### src/rtl/sync_fifo_ctrl.sv
// Single-clock FIFO controller with occupancy count, almost-full/empty
// thresholds, sticky overflow/underflow, synchronous flush and an optional
// first-word-fall-through read port. Pointers wrap at any depth.
module sync_fifo_ctrl #(
  parameter int unsigned P_DATA_WIDTH = 8,
  parameter int unsigned P_MEM_DEPTH  = 333,
  parameter int unsigned P_AF_LEVEL   = 330,
  parameter int unsigned P_AE_LEVEL   = 3,
  parameter int unsigned P_FWFT       = 0
) (
  input  logic                                 CLK,
  input  logic                                 RST_n,
  input  logic [P_DATA_WIDTH-1:0]              DATA_IN,
  input  logic                                 W_EN,
  input  logic                                 R_EN,
  input  logic                                 FLUSH,
  input  logic                                 CLR_ERR,
  output logic [P_DATA_WIDTH-1:0]              DATA_OUT,
  output logic [$clog2(P_MEM_DEPTH+1)-1:0]     COUNT,
  output logic                                 FULL,
  output logic                                 EMPTY,
  output logic                                 ALMOST_FULL,
  output logic                                 ALMOST_EMPTY,
  output logic                                 OVERFLOW,
  output logic                                 UNDERFLOW
);

  localparam int unsigned CW = $clog2(P_MEM_DEPTH + 1);
  localparam int unsigned AW = (P_MEM_DEPTH > 1) ? $clog2(P_MEM_DEPTH) : 1;

  logic [P_DATA_WIDTH-1:0] mem [P_MEM_DEPTH];

  logic [AW-1:0] wr_ptr_q, wr_ptr_d;
  logic [AW-1:0] rd_ptr_q, rd_ptr_d;
  logic [CW-1:0] count_q, count_d;
  logic          ovf_q, ovf_d;
  logic          unf_q, unf_d;
  logic          full, empty;
  logic          wr_acc, rd_acc;

  // Status decode from registered occupancy
  always_comb begin
    full  = (count_q == CW'(P_MEM_DEPTH));
    empty = (count_q == '0);
  end

  // Accept decisions; flush suppresses both transfers
  always_comb begin
    rd_acc = R_EN & ~empty & ~FLUSH;
    wr_acc = W_EN & (~full | (R_EN & ~empty)) & ~FLUSH;
  end

  // Next-state for pointers, count and sticky error flags
  always_comb begin
    wr_ptr_d = wr_ptr_q;
    rd_ptr_d = rd_ptr_q;
    count_d  = count_q;
    ovf_d    = ovf_q;
    unf_d    = unf_q;
    if (FLUSH) begin
      wr_ptr_d = '0;
      rd_ptr_d = '0;
      count_d  = '0;
    end else begin
      if (wr_acc) begin
        wr_ptr_d = (wr_ptr_q == AW'(P_MEM_DEPTH - 1)) ? '0 : wr_ptr_q + AW'(1);
      end
      if (rd_acc) begin
        rd_ptr_d = (rd_ptr_q == AW'(P_MEM_DEPTH - 1)) ? '0 : rd_ptr_q + AW'(1);
      end
      if (wr_acc && !rd_acc) begin
        count_d = count_q + CW'(1);
      end else if (rd_acc && !wr_acc) begin
        count_d = count_q - CW'(1);
      end
    end
    // Clear first so a same-cycle set takes precedence
    if (CLR_ERR) begin
      ovf_d = 1'b0;
      unf_d = 1'b0;
    end
    if (!FLUSH && W_EN && !wr_acc) ovf_d = 1'b1;
    if (!FLUSH && R_EN && !rd_acc) unf_d = 1'b1;
  end

  // Control state registers
  always_ff @(posedge CLK or negedge RST_n) begin
    if (!RST_n) begin
      wr_ptr_q <= '0;
      rd_ptr_q <= '0;
      count_q  <= '0;
      ovf_q    <= 1'b0;
      unf_q    <= 1'b0;
    end else begin
      wr_ptr_q <= wr_ptr_d;
      rd_ptr_q <= rd_ptr_d;
      count_q  <= count_d;
      ovf_q    <= ovf_d;
      unf_q    <= unf_d;
    end
  end

  // Storage array; contents survive reset
  always_ff @(posedge CLK) begin
    if (wr_acc) mem[wr_ptr_q] <= DATA_IN;
  end

  generate
    if (P_FWFT != 0) begin : g_fwft
      // Head word presented directly while data is present
      always_comb begin
        DATA_OUT = empty ? '0 : mem[rd_ptr_q];
      end
    end else begin : g_reg
      logic [P_DATA_WIDTH-1:0] dout_q, dout_d;

      // Output word loads only on an accepted read
      always_comb begin
        dout_d = dout_q;
        if (rd_acc) dout_d = mem[rd_ptr_q];
      end

      // Registered read data
      always_ff @(posedge CLK or negedge RST_n) begin
        if (!RST_n) dout_q <= '0;
        else        dout_q <= dout_d;
      end

      always_comb begin
        DATA_OUT = dout_q;
      end
    end
  endgenerate

  // Output drive
  always_comb begin
    COUNT        = count_q;
    FULL         = full;
    EMPTY        = empty;
    ALMOST_FULL  = (count_q >= CW'(P_AF_LEVEL));
    ALMOST_EMPTY = (count_q <= CW'(P_AE_LEVEL));
    OVERFLOW     = ovf_q;
    UNDERFLOW    = unf_q;
  end

endmodule

### config.mk
export PLATFORM = sky130hd
export DESIGN_NAME = sync_fifo_ctrl
export DESIGN_NICKNAME = d
export VERILOG_FILES = /design/src/rtl/sync_fifo_ctrl.sv
export SDC_FILE = /design/constraint.sdc
export NUM_CORES = 2
export LEC_CHECK = 0
export BUFFER_PORTS_ARGS = -buffer_cell sky130_fd_sc_hd__buf_2
export CAP_MARGIN = 20
export CORE_UTILIZATION = 50
export DETAILED_ROUTE_END_ITERATION = 8
export GPL_TIMING_DRIVEN = 0
export PLACE_DENSITY = 0.65
export SLEW_MARGIN = 15
export SYNTH_ARGS = -nofsm -noshare
export SYNTH_HDL_FRONTEND = slang
export SYNTH_SLANG_ARGS = --single-unit
### constraint.sdc
create_clock -name CLK -period 7.25 [get_ports CLK]
set_input_delay 0.725 -clock CLK [delete_from_list [all_inputs] [get_ports CLK]]
set_output_delay 0.725 -clock CLK [all_outputs]
set_load 0.05 [all_outputs]
==> flow_results.org <==
** Clocking
- Clock tree synthesis selected as its root buffer the cell clkbuf_16.
- Clk sink count :: 2701
- Clock latency on the worst-skew pair, taken at its later pin, is 0.98 ns.
- Buffers added to address setup during post-CTS repair amount to 0.
- TritonCTS built the clock tree.
- TritonCTS Buffers :: 289
- The clock tree synthesis step divided the H-tree into 5 levels.
- Maximum root-to-sink buffer count :: 4
- After clock tree synthesis, the clock-pin slew on the worst setup and hold paths is 0.06 ns.
- Gates resized during post-CTS repair numbered 0.

** Route
- Count of vias placed by the detailed router :: 62500
- The pre-antenna-repair detailed-routing pass consisted of 8 iterations.
- Once detail routing completed, the nets flagged for antenna violations numbered 0.
- The final layout contains routed wiring with a total length of 439000 µm.
- In the final routed layout, each cell accounts on average for 52.0 µm.
- For this run, design rule violations remaining after detail routing come to 0.
- Using the TritonRoute via totals, the vias-per-cell ratio works out to 7.40.
- The first routing iteration left 13100 violations.

** Yosys
- In this run, distinct cell masters in the synthesized netlist total 67.
- Async set or reset register ratio after synthesis :: 1.37%
- Each instance of the synthesized netlist takes up on average 21.1 µm².
- Sequential cells were found to cover 77.0% of the synthesized design area.
- FF+latch count, synth :: 2701
- For this run, the number of Yosys warnings is 0.
- Main flop type after synthesis :: edfxtp_1
- In this run, synthesis inferred 2664 flip-flops with an integrated enable.
- After synthesis the cells add up to 105000 µm².
- The cell count after synthesis came out at 4981.
- Post-synthesis net count :: 5010

** Status
- Outcome :: finished, final reports clean

** STA
- Post-layout minimum cycle time :: 6.90 ns
- Unrepaired setup endpoints after global routing :: false
- The max-slew violation count came to 0.
- Final hold vios :: 0
- Layout Skew :: 0.0445 ns
- Setup violations remaining at the end of the flow were counted as 0.
- Relative slew slack :: 8.97%
- At the pin with the least slew margin, the transition time is 1.36 ns.
- Static timing analysis puts the maximum clock frequency at 145 MHz.
- Setup slack on the critical path of the routed design comes to 0.352 ns.
- The worst path uses 95.1% of the clock period.

** Floorplan
- The die covers 212000 µm².
- The initialized floorplan defines 167 standard-cell rows.
- From bottom edge to top edge, the die measures 461 µm.
- The floorplan step defined a core boundary enclosing 208000 µm².
- Once the floorplan was initialized, standard cells occupied 50.5% of the core.
- Number of top-level design ports :: 37
- The die is 461 µm wide.

** Final layout
- The filler cells instantiated in the layout total 15200.
- For this run, the number of standard cells in the final layout without fillers is 8449.
- Register cell area after layout :: 80900 µm²
- Cells with a size suffix above 1 make up 26.0% of the layout.
- Nets@finish :: 5445
- Total area of multi-input combinational cells :: 22600 µm²
- Final core utilization :: 57.9%
- Synthesis-to-finish area growth :: 14.6%

** Run
- The tool flagged a number of max-cap violations equal to 0.

** Critical path
- Top fanout value on the critical path :: 11
- Max stage delay on crit path :: 1.10 ns
- Nature of the critical path endpoint :: flip-flop
- Data on the critical path is required at its endpoint by 8.01 ns.
- The worst setup path is launched from a flip-flop.
- Dominant cell type by count on the critical path :: buf_2
- Data arrival time of the critical path :: 7.66 ns
- Slowest-stage cell, CP :: buf_2
- List of cells traversed by the critical path :: buf_2 > buf_2 > buf_2 > buf_2 > buf_2 > mux4_2 > a221oi_1 > a22oi_1 > nor3_2 > nor2_1 > o41ai_1 > nand3_1
- The worst setup path is of the reg2reg kind.

** GRT
- The first global-routing pass estimated 560000 µm of wire.
- Maximum number of pins on one net before global-route repair :: 135
- The via count of the first global-routing pass was 57000.
- Gr usage total :: 41.7%
- After global routing the overflow that remains totals 0.
- Met3 usage :: 20.2%
- Grt peak-use layer :: met2
- Grt met1 use :: 50.6%
- For this run, global-route usage on met2 was measured as 56.5%.
- Antenna violations before repair :: 52

** Pwr
- Power density normalized to cell area :: 340 nW/µm²
- IR Drop Worst-Case VDD :: 0.291 mV
- The design draws 0.0409 W.
- The analysis attributes to cell leakage a power of 37.6 nW.

** Placed design
- Post-detail-place hpwl :: 288000 µm
- Port buffering added 35 buffers.
- At the end of routability-driven placement, the weighted congestion stood at 1.07.
- Prior to clock tree synthesis, the placed netlist has a worst setup slack of 0.537 ns.
- After detailed placement, the design holds a cell count of 7906.

** Min path
- The path class of the tightest hold or removal check is in2reg.
## what timing repair did
action | 4_1_cts | 5_1_grt
endpoints found under the hold margin | 24 | 0
hold buffers | 2 | 0
setup endpoints to repair | 0 | 0
## per-stage QoR
stage	hold WS, ns	TNS [ns]	instance area [µm²]
finish	0.0706	0	121000
global route	0.0902	0	120000
CTS	0.0497	0	120000
detailed placement	0.506	0	111000
global placement	0.494	-0.685	109000
floorplan	0.429	0	105000
## cell families after synthesis
kind of cell / count (synthesis) / synth area share (%)
and+or+nand+nor: 676 / 2.71
xor gates and xnor gates: 10 / 0.0833
adders and majority gates: 15 / 0.186
muxes: 827 / 15.6
buffers and inverters: 323 / 1.61
AOI/OAI and AO/OA: 429 / 2.83
DFF: 2701 / 77.0
## Yosys cell counts (all sizes together) (29+ instances only)
master / count / area [µm²]
a21oi: 65 / 325
a221oi: 39 / 342
a22oi: 94 / 706
buf: 161 / 1080
clkbuf: 146 / 548
dfrtp: 37 / 926
edfxtp: 2664 / 80000
mux2i: 174 / 1740
mux4: 651 / 14700
nand2: 135 / 507
nand3: 42 / 210
nor2: 391 / 1470
o21ai: 70 / 350
o22ai: 29 / 181
## layer usage
layer / wire [µm] / vias up / part of all wire [%]
met1: 140000 / 32400 / 32
met5: 656 / - / 0.15
met4: 42600 / 34 / 9.7
met2: 180000 / 6772 / 41
li1: - / 21700 / -
met3: 75800 / 1657 / 17
## where the power goes
group	internal, W	switching (W)	leakage (nW)
Sequential	0.0172	0.000107	24.4
Clock	0.00835	0.00613	4.39
Combinational	0.00283	0.00631	8.81
## registers in the layout (all words and copies together) (netlist names)
name / flops
COUNT: 9
DATA_OUT: 8
UNDERFLOW: 1
mem: 2664
wr_ptr_q: 9
OVERFLOW: 1
rd_ptr_q: 9
## layout make-up
cell class / count / area share [%]
Inverter: 16 / 0.0498
Buffer: 307 / 1.46
Multi-Input combinational cell: 1957 / 18.8
Sequential cell: 2701 / 67.1
Tap cell: 2788 / 2.89
Timing Repair Buffer: 144 / 2.21
Clock buffer: 353 / 6.37
Clock inverter: 135 / 1.03
Antenna cell: 48 / 0.0996
## placed cells by master (no fill, tap or decap), types with 39 or more instances in the layout
| cell | instances |
|---|---|
| nand2_1 | 135 |
| clkinv_2 | 51 |
| o21ai_0 | 65 |
| nor2_1 | 383 |
| nand3_1 | 42 |
| a22oi_1 | 94 |
| clkbuf_16 | 299 |
| clkbuf_1 | 100 |
| clkbuf_2 | 101 |
| buf_2 | 119 |
| mux2i_1 | 174 |
| a221oi_1 | 39 |
| mux4_2 | 651 |
| clkinv_1 | 52 |
| buf_16 | 53 |
| a21oi_1 | 65 |
| edfxtp_1 | 2664 |
| diode_2 | 48 |
## worst paths after layout
kind | startpoint | endpoint | slack, ns | cells after the start
setup / recovery | rd_ptr_q[1] | DATA_OUT[0] | 0.35 | 12
hold / removal | CLR_ERR | OVERFLOW | 0.07 | 3
setup reg to reg | rd_ptr_q[1] | DATA_OUT[0] | 0.35 | 12
hold reg to reg | OVERFLOW | OVERFLOW | 0.52 | 1
max in group asynchronous | RST_n | DATA_OUT[0] | 6.05 | 2
min in group asynchronous | RST_n | COUNT[4] | 0.49 | 2
## critical path, delay by kind of cell, from the launching register on
family	cells	cell delay [ns]
AND/OR/NAND/NOR	3	1.06
AO/OA/AOI/OAI	3	0.91
flip-flops	1	0.38
multiplexers	1	0.43
buffers and inverters	5	3.85
No activity file was read; power rests on OpenSTA's default activity.
